[config.mk]
export PLATFORM = sky130hd
export DESIGN_NAME = motion_centroid_tracker_flat
export DESIGN_NICKNAME = d
export VERILOG_FILES = /design/src/rtl/motion_centroid_tracker_if.sv /design/src/rtl/motion_centroid_tracker.sv /design/src/flat_wrapper.sv
export SDC_FILE = /design/constraint.sdc
export NUM_CORES = 1
export LEC_CHECK = 0
export CORE_UTILIZATION = 40
export CTS_CLUSTER_DIAMETER = 150
export DETAILED_ROUTE_END_ITERATION = 12
export GPL_TIMING_DRIVEN = 0
export PLACE_DENSITY_LB_ADDON = 0.15
export SYNTH_ARGS = -nofsm -noshare
export SYNTH_HDL_FRONTEND = slang
export SYNTH_SLANG_ARGS = --single-unit
[constraint.sdc]
create_clock -name clk -period 3.41 [get_ports clk]
set_clock_uncertainty 0.2 [all_clocks]
set_input_delay 0.682 -clock clk [delete_from_list [all_inputs] [get_ports clk]]
set_output_delay 0.682 -clock clk [all_outputs]
set_load 0.01 [all_outputs]
[src/rtl/motion_centroid_tracker_if.sv]
// Pixel-stream / result bundle for motion_centroid_tracker.
//   master : pixel source and result consumer (compare stage + overlay side)
//   slave  : the tracker itself
// Signals:
//   DE, x_pixel, y_pixel, motion_flag  -- per-pixel stream, sampled every clk
//   com_x, com_y                       -- centroid of last valid frame
//   bbox_x_min/max, bbox_y_min/max     -- bounding box (0 when below threshold)
//   motion_count, motion_present       -- motion pixel count / threshold flag
//   frame_done, busy, overrun          -- status
interface motion_centroid_tracker_if #(
  parameter int COORD_W = 10,
  parameter int CNT_W   = 17
);
  logic               DE;
  logic [COORD_W-1:0] x_pixel;
  logic [COORD_W-1:0] y_pixel;
  logic               motion_flag;

  logic [COORD_W-1:0] com_x;
  logic [COORD_W-1:0] com_y;
  logic [COORD_W-1:0] bbox_x_min;
  logic [COORD_W-1:0] bbox_x_max;
  logic [COORD_W-1:0] bbox_y_min;
  logic [COORD_W-1:0] bbox_y_max;
  logic [CNT_W-1:0]   motion_count;
  logic               motion_present;
  logic               frame_done;
  logic               busy;
  logic               overrun;

  modport master (
    output DE, x_pixel, y_pixel, motion_flag,
    input  com_x, com_y, bbox_x_min, bbox_x_max, bbox_y_min, bbox_y_max,
    input  motion_count, motion_present, frame_done, busy, overrun
  );

  modport slave (
    input  DE, x_pixel, y_pixel, motion_flag,
    output com_x, com_y, bbox_x_min, bbox_x_max, bbox_y_min, bbox_y_max,
    output motion_count, motion_present, frame_done, busy, overrun
  );
endinterface

[src/rtl/motion_centroid_tracker.sv]
// Frame-level motion centroid tracker.
// Accumulates coordinates of motion pixels inside the H_ACT x V_ACT window,
// snapshots them at the last active pixel, and divides sum/count with a
// restoring divider (x and y in parallel). Results update atomically with a
// one-cycle frame_done pulse, SUM_W+1 cycles after the last active pixel.
// Ports:
//   clk      -- pixel clock
//   reset_n  -- asynchronous active-low reset
//   bus      -- slave side of motion_centroid_tracker_if (pixel in, results out)
module motion_centroid_tracker #(
  parameter int H_ACT     = 320,
  parameter int V_ACT     = 240,
  parameter int COORD_W   = 10,
  parameter int MIN_COUNT = 4
) (
  input logic                      clk,
  input logic                      reset_n,
  motion_centroid_tracker_if.slave bus
);
  localparam int CNT_W  = $clog2(H_ACT*V_ACT+1);
  localparam int SUM_W  = $clog2(H_ACT*V_ACT) + COORD_W;
  localparam int ITER_W = $clog2(SUM_W);
  localparam logic [COORD_W-1:0] MIN_INIT = '1;
  localparam logic [COORD_W-1:0] MAX_INIT = '0;

  typedef enum logic [1:0] {IDLE, DIV, DONE} state_t;

  state_t state, state_nxt;

  // Running accumulators and their values including the current pixel.
  logic [SUM_W-1:0]   acc_sx, acc_sy, nxt_sx, nxt_sy;
  logic [CNT_W-1:0]   acc_cnt, nxt_cnt;
  logic [COORD_W-1:0] acc_xmin, acc_xmax, acc_ymin, acc_ymax;
  logic [COORD_W-1:0] nxt_xmin, nxt_xmax, nxt_ymin, nxt_ymax;

  // Snapshot; dvd_x/dvd_y start as the sums and shift into the quotients.
  logic [SUM_W-1:0]   dvd_x, dvd_y;
  logic [CNT_W-1:0]   snap_cnt;
  logic [COORD_W-1:0] snap_xmin, snap_xmax, snap_ymin, snap_ymax;
  logic [CNT_W-1:0]   rem_x, rem_y;
  logic [ITER_W-1:0]  iter;

  // Divider step signals.
  logic [CNT_W:0]     trial_x, trial_y, diff_x, diff_y;
  logic               q_x, q_y;
  logic [CNT_W-1:0]   rem_x_nxt, rem_y_nxt;
  logic [SUM_W-1:0]   dvd_x_nxt, dvd_y_nxt;

  // Output registers.
  logic [COORD_W-1:0] com_x_q, com_y_q;
  logic [COORD_W-1:0] bx_min_q, bx_max_q, by_min_q, by_max_q;
  logic [CNT_W-1:0]   count_q;
  logic               present_q, overrun_q;

  logic accept, hit, frame_end, last_iter, snap_load, load_out;

  assign accept    = bus.DE && (bus.x_pixel < COORD_W'(H_ACT)) && (bus.y_pixel < COORD_W'(V_ACT));
  assign hit       = accept && bus.motion_flag;
  assign frame_end = accept && (bus.x_pixel == COORD_W'(H_ACT-1)) && (bus.y_pixel == COORD_W'(V_ACT-1));
  assign last_iter = (iter == ITER_W'(SUM_W-1));

  always_comb begin
    // NOTE: every always_comb output gets a default first so no path can infer a latch.
    nxt_sx   = acc_sx;
    nxt_sy   = acc_sy;
    nxt_cnt  = acc_cnt;
    nxt_xmin = acc_xmin;
    nxt_xmax = acc_xmax;
    nxt_ymin = acc_ymin;
    nxt_ymax = acc_ymax;
    if (hit) begin
      nxt_sx  = acc_sx + SUM_W'(bus.x_pixel);
      nxt_sy  = acc_sy + SUM_W'(bus.y_pixel);
      nxt_cnt = acc_cnt + CNT_W'(1);
      if (bus.x_pixel < acc_xmin) nxt_xmin = bus.x_pixel;
      if (bus.x_pixel > acc_xmax) nxt_xmax = bus.x_pixel;
      if (bus.y_pixel < acc_ymin) nxt_ymin = bus.y_pixel;
      if (bus.y_pixel > acc_ymax) nxt_ymax = bus.y_pixel;
    end
  end

  // One restoring step: shift the next dividend bit into the remainder and
  // subtract the count when it fits. The remainder stays below the divisor,
  // so CNT_W bits hold it; with cnt = 0 the result is garbage but unused.
  always_comb begin
    trial_x   = {rem_x, dvd_x[SUM_W-1]};
    trial_y   = {rem_y, dvd_y[SUM_W-1]};
    diff_x    = trial_x - {1'b0, snap_cnt};
    diff_y    = trial_y - {1'b0, snap_cnt};
    q_x       = (trial_x >= {1'b0, snap_cnt});
    q_y       = (trial_y >= {1'b0, snap_cnt});
    rem_x_nxt = q_x ? diff_x[CNT_W-1:0] : trial_x[CNT_W-1:0];
    rem_y_nxt = q_y ? diff_y[CNT_W-1:0] : trial_y[CNT_W-1:0];
    dvd_x_nxt = {dvd_x[SUM_W-2:0], q_x};
    dvd_y_nxt = {dvd_y[SUM_W-2:0], q_y};
  end

  always_ff @(posedge clk or negedge reset_n) begin
    if (!reset_n) state <= IDLE;
    else          state <= state_nxt;
  end

  // Outputs are loaded on the edge that leaves the last DIV cycle, so they
  // are already valid during the DONE cycle in which frame_done is high.
  always_comb begin
    state_nxt = state;
    snap_load = 1'b0;
    load_out  = 1'b0;
    case (state)
      IDLE: if (frame_end) begin
        snap_load = 1'b1;
        state_nxt = DIV;
      end
      DIV: if (last_iter) begin
        load_out  = 1'b1;
        state_nxt = DONE;
      end
      DONE:    state_nxt = IDLE;
      default: state_nxt = IDLE;
    endcase
  end

  always_ff @(posedge clk or negedge reset_n) begin
    if (!reset_n) begin
      // NOTE: sequential state uses non-blocking assignments only, so every register sees pre-edge values.
      acc_sx    <= '0;
      acc_sy    <= '0;
      acc_cnt   <= '0;
      acc_xmin  <= MIN_INIT;
      acc_xmax  <= MAX_INIT;
      acc_ymin  <= MIN_INIT;
      acc_ymax  <= MAX_INIT;
      dvd_x     <= '0;
      dvd_y     <= '0;
      snap_cnt  <= '0;
      snap_xmin <= '0;
      snap_xmax <= '0;
      snap_ymin <= '0;
      snap_ymax <= '0;
      rem_x     <= '0;
      rem_y     <= '0;
      iter      <= '0;
      com_x_q   <= '0;
      com_y_q   <= '0;
      bx_min_q  <= '0;
      bx_max_q  <= '0;
      by_min_q  <= '0;
      by_max_q  <= '0;
      count_q   <= '0;
      present_q <= 1'b0;
      overrun_q <= 1'b0;
    end else begin
      // The frame-end pixel itself is folded in via the nxt_* values, and
      // the accumulators clear even when the frame is dropped for overrun.
      if (frame_end) begin
        acc_sx   <= '0;
        acc_sy   <= '0;
        acc_cnt  <= '0;
        acc_xmin <= MIN_INIT;
        acc_xmax <= MAX_INIT;
        acc_ymin <= MIN_INIT;
        acc_ymax <= MAX_INIT;
      end else begin
        acc_sx   <= nxt_sx;
        acc_sy   <= nxt_sy;
        acc_cnt  <= nxt_cnt;
        acc_xmin <= nxt_xmin;
        acc_xmax <= nxt_xmax;
        acc_ymin <= nxt_ymin;
        acc_ymax <= nxt_ymax;
      end

      if (frame_end && state != IDLE) overrun_q <= 1'b1;

      if (snap_load) begin
        dvd_x     <= nxt_sx;
        dvd_y     <= nxt_sy;
        snap_cnt  <= nxt_cnt;
        snap_xmin <= nxt_xmin;
        snap_xmax <= nxt_xmax;
        snap_ymin <= nxt_ymin;
        snap_ymax <= nxt_ymax;
        rem_x     <= '0;
        rem_y     <= '0;
        iter      <= '0;
      end else if (state == DIV) begin
        dvd_x <= dvd_x_nxt;
        dvd_y <= dvd_y_nxt;
        rem_x <= rem_x_nxt;
        rem_y <= rem_y_nxt;
        iter  <= iter + ITER_W'(1);
      end

      if (load_out) begin
        count_q <= snap_cnt;
        if (snap_cnt >= CNT_W'(MIN_COUNT)) begin
          com_x_q   <= dvd_x_nxt[COORD_W-1:0];
          com_y_q   <= dvd_y_nxt[COORD_W-1:0];
          bx_min_q  <= snap_xmin;
          bx_max_q  <= snap_xmax;
          by_min_q  <= snap_ymin;
          by_max_q  <= snap_ymax;
          present_q <= 1'b1;
        end else begin
          bx_min_q  <= '0;
          bx_max_q  <= '0;
          by_min_q  <= '0;
          by_max_q  <= '0;
          present_q <= 1'b0;
        end
      end
    end
  end

  assign bus.com_x          = com_x_q;
  assign bus.com_y          = com_y_q;
  assign bus.bbox_x_min     = bx_min_q;
  assign bus.bbox_x_max     = bx_max_q;
  assign bus.bbox_y_min     = by_min_q;
  assign bus.bbox_y_max     = by_max_q;
  assign bus.motion_count   = count_q;
  assign bus.motion_present = present_q;
  assign bus.overrun        = overrun_q;
  assign bus.busy           = (state == DIV);
  assign bus.frame_done     = (state == DONE);
endmodule

[src/flat_wrapper.sv]
// flat-port wrapper written by rule: the top's interface ports become plain ports
module motion_centroid_tracker_flat 
#(
  parameter int H_ACT     = 320,
  parameter int V_ACT     = 240,
  parameter int COORD_W   = 10,
  parameter int MIN_COUNT = 4
)
  (clk, reset_n, bus_DE, bus_x_pixel, bus_y_pixel, bus_motion_flag, bus_com_x, bus_com_y, bus_bbox_x_min, bus_bbox_x_max, bus_bbox_y_min, bus_bbox_y_max, bus_motion_count, bus_motion_present, bus_frame_done, bus_busy, bus_overrun);
  motion_centroid_tracker_if #(.COORD_W(COORD_W), .CNT_W(17)) bus_i ();
  input logic clk;
  input logic reset_n;
  input wire logic [$bits(bus_i.DE)-1:0] bus_DE;
  input wire logic [$bits(bus_i.x_pixel)-1:0] bus_x_pixel;
  input wire logic [$bits(bus_i.y_pixel)-1:0] bus_y_pixel;
  input wire logic [$bits(bus_i.motion_flag)-1:0] bus_motion_flag;
  output wire logic [$bits(bus_i.com_x)-1:0] bus_com_x;
  output wire logic [$bits(bus_i.com_y)-1:0] bus_com_y;
  output wire logic [$bits(bus_i.bbox_x_min)-1:0] bus_bbox_x_min;
  output wire logic [$bits(bus_i.bbox_x_max)-1:0] bus_bbox_x_max;
  output wire logic [$bits(bus_i.bbox_y_min)-1:0] bus_bbox_y_min;
  output wire logic [$bits(bus_i.bbox_y_max)-1:0] bus_bbox_y_max;
  output wire logic [$bits(bus_i.motion_count)-1:0] bus_motion_count;
  output wire logic [$bits(bus_i.motion_present)-1:0] bus_motion_present;
  output wire logic [$bits(bus_i.frame_done)-1:0] bus_frame_done;
  output wire logic [$bits(bus_i.busy)-1:0] bus_busy;
  output wire logic [$bits(bus_i.overrun)-1:0] bus_overrun;
  assign bus_i.DE = bus_DE;
  assign bus_i.x_pixel = bus_x_pixel;
  assign bus_i.y_pixel = bus_y_pixel;
  assign bus_i.motion_flag = bus_motion_flag;
  assign bus_com_x = bus_i.com_x;
  assign bus_com_y = bus_i.com_y;
  assign bus_bbox_x_min = bus_i.bbox_x_min;
  assign bus_bbox_x_max = bus_i.bbox_x_max;
  assign bus_bbox_y_min = bus_i.bbox_y_min;
  assign bus_bbox_y_max = bus_i.bbox_y_max;
  assign bus_motion_count = bus_i.motion_count;
  assign bus_motion_present = bus_i.motion_present;
  assign bus_frame_done = bus_i.frame_done;
  assign bus_busy = bus_i.busy;
  assign bus_overrun = bus_i.overrun;
  motion_centroid_tracker #(.H_ACT(H_ACT), .V_ACT(V_ACT), .COORD_W(COORD_W), .MIN_COUNT(MIN_COUNT)) u_core (.clk(clk), .reset_n(reset_n), .bus(bus_i));
endmodule
==> results.json <==
{
  "status": "complete, no violations",
  "crit_chain": "clkbuf_2 -> clkbuf_1 -> nor2_2 -> clkdlybuf4s50_1",
  "async_reset_ff_share_pct": 100,
  "worst_pin_slew_ps": 998,
  "power_density_nw_per_um2": 629,
  "yosys.area.top_type": "dfrtp_1",
  "start_kind": "flip-flop",
  "clkLatencyLatePin_ps": 580,
  "fin_setup_tns_ps": 0,
  "synth_seq_cells": 342,
  "diodes": 0,
  "post_drt_wl_per_cell_microns": 20.7,
  "critPathMaxStageDelay_ps": 510,
  "grt_usage_pct": 23.8,
  "synth_edf_count": 0,
  "finalHoldViolCount": 0,
  "yosysTopAreaCellShare_pct": 45.6,
  "critPathMaxFanout": 10,
  "cts.sinks": 342,
  "clkTransAtPathRegs_ps": 60,
  "finalCritPeriodShare_pct": 98.7,
  "vias": 14064,
  "avgViaCountPerCell": 5.57,
  "first_global_vias": 13773,
  "cts_buffers": 41,
  "path_delay_family": "buffers and inverters",
  "syn-instance-count": 1757,
  "area_growth_pct": 19.3,
  "core_area_sq_um": 43400,
  "dr.pass1.iters": 5,
  "fillers": 4137,
  "critPathRequiredTime_ps": 2530,
  "yosysMostFrequentCell": "dfrtp_1",
  "ys_warn_count": 0,
  "die_h_microns": 212,
  "drtIter0Drc": 1157,
  "synthesis.nets": 1880,
  "ir_drop_mv": 0.571,
  "cts_tree": "built",
  "rsz0062_at_grt": "true",
  "clock.fmax_mhz": 297,
  "dp_hpwl_microns": 37500,
  "finalSetupViolations": 0,
  "syn_area_sq_um": 17700,
  "yosysUniqueCellTypes": 76,
  "final_nets": 2034,
  "port_buffers": 104,
  "place_congestion": 0.914,
  "fin_util_pct": 48.7,
  "holdWs_ps": 272,
  "fp.dieW_microns": 212,
  "ys_seq_area_share_pct": 48.5,
  "cp_slowest_cell": "clkdlybuf4s50_1",
  "power_leakage_uw": 0.00959,
  "ys_top_cells_by_area": "dfrtp_1 (46%), ha_1 (6.7%), nand2_1 (3.5%)",
  "drive_above_1_share_pct": 10.7,
  "drv_cap": 0,
  "grt_max_degree": 101,
  "drc": 0,
  "antenna_found_initial": 0,
  "drt_wl_total_microns": 52200,
  "hold_path.class": "flip-flop to flip-flop",
  "h-tree-depth": 2,
  "ant_nets": 0,
  "initial_core_util_pct": 40.8,
  "grt.overflow.total": 0,
  "syn_avg_cell_area_sq_um": 10.1,
  "grt_pass1_wl_microns": 81400,
  "crit_path_end_kind": "output pin",
  "io_pins": 105,
  "arrival_ps": 2480,
  "path_class": "flip-flop to output pin",
  "fin_crit_ps": 3360,
  "clockBufferDepth": 3,
  "num_rows": 76,
  "drv_slew": 0,
  "slew_headroom_pct": 33.4,
  "die_area_sq_um": 45100,
  "cts_root_buf": "clkbuf_16",
  "synth-main-ff-cell": "dfrtp_1",
  "synth_commonest_cells": "dfrtp_1 (322), nand2_1 (164), nor2_1 (145), ha_1 (95), a21oi_1 (83)",
  "cp_num_buf_inv": 3
}
[cell usage in the layout, fill, tap and decap left out, types with 41 or more instances in the layout]
| cell | instances |
|---|---|
| xor2_1 | 58 |
| nand2_1 | 163 |
| clkdlybuf4s50_1 | 100 |
| o21ai_0 | 75 |
| nand3_1 | 75 |
| clkbuf_16 | 43 |
| ha_1 | 94 |
| dfrtp_1 | 322 |
| mux2i_1 | 54 |
| o21ai_1 | 83 |
| inv_1 | 79 |
| clkbuf_1 | 41 |
| a22o_1 | 48 |
| a21oi_1 | 82 |
| nor2_1 | 144 |
[metal layers]
layer / vias up / track usage (%) / wire [microns]
met5: - / 0 / 0
met1: 7007 / 34.9 / 25300
met3: 70 / 3.63 / 2720
li1: 6618 / - / -
met4: 0 / 7.76 / 1280
met2: 369 / 36.0 / 22900
[metrics by stage]
stage          power (uW)  setup slack [ps]  instance area [sq um]  instances
4_1_cts             13300              11.5                  21000       2525
5_1_grt             14000             -10.5                  21100       2527
6_report            13300              45.3                  21100       2527
2_1_floorplan        7720               333                  17700       1757
3_5_place_dp         8700             -1250                  19500       2449
3_3_place_gp         8630            -13890                  19500       2446
[path summary, 6_finish.rpt]
| path | start | end | slack (ps) | cells after the start |
|---|---|---|---|---|
| max | u_core.state[0] | bus_frame_done | 50 | 4 |
| min | u_core.snap_xmax[7] | u_core.snap_xmax[7] | 270 | 2 |
| max in group asynchronous | reset_n | u_core.acc_sy[10] | 1210 | 4 |
| min reg2reg | u_core.snap_xmax[7] | u_core.snap_xmax[7] | 270 | 2 |
| max reg2reg | u_core.snap_cnt[0] | u_core.rem_y[12] | 170 | 10 |
| min in group asynchronous | reset_n | u_core.bus.bbox_x_min[5] | 490 | 2 |
[sequential cells by signal, summed over array words and instances, names as in the netlist, 10 cells and up]
name and cells:
u_core.acc_ymax 10, u_core.dvd_x 27, u_core.rem_y 17, u_core.acc_sx 27, u_core.snap_ymax 10, u_core.snap_xmin 10, u_core.dvd_y 27, u_core.snap_ymin 10
u_core.acc_cnt 17, u_core.bus.com_x 10, u_core.acc_xmin 10, u_core.acc_sy 27, u_core.snap_xmax 10, u_core.bus.bbox_x_min 10, u_core.bus.bbox_y_max 10, u_core.acc_xmax 10
u_core.acc_ymin 10, u_core.bus.bbox_x_max 10, u_core.bus.motion_count 17, u_core.rem_x 17, u_core.bus.bbox_y_min 10, u_core.snap_cnt 17, u_core.bus.com_y 10
[kinds of logic (layout without fill, tap and decap cells)]
logic type                 after synthesis  in the layout  synth area share [%]
AOI/OAI and AO/OA                      475            475                  17.5
xor gates and xnor gates                89             89                  4.41
adders and majority gates               99             99                  7.17
buffers and inverters                  166            351                  4.27
DFF                                    342            342                  48.5
muxes                                   77             77                  4.49
and+or+nand+nor                        509            509                  13.6
[worst register-to-register path: stages, from the launching register on]
cell       delay [ps]
dfrtp_1           440
ha_1              260
fa_1              420
nand2b_1          190
a211oi_1          290
o21bai_1          190
o311ai_1          170
a2111oi_4         190
buf_4             190
or4_1             530
nand3_1           110
[cell type report]
class                      count  area (sq um)  area share [%]
buffer                        84           479            2.27
clock buffer                  63          1260            5.98
clock inverter                11           120           0.569
inverter                      81           314            1.49
multi-input combinational   1249          8440            40.0
sequential                   342          8580            40.7
tap                          585           732            3.47
timing repair buffer         112          1170            5.56
[timing repair]
item                       4_1_cts  5_1_grt
setup buffers                    1        3
hold endpoints to repair        67        0
setup endpoints to repair      113      117
hold buffers                     1        0
gates resized for setup         23       23
pin swaps                        1        2
[where the power goes]
group / internal [uW] / switching, uW
sequential: 4520 / 378
clock: 2700 / 1770
combinational: 1650 / 2250
(Power assumes the default switching activity.)
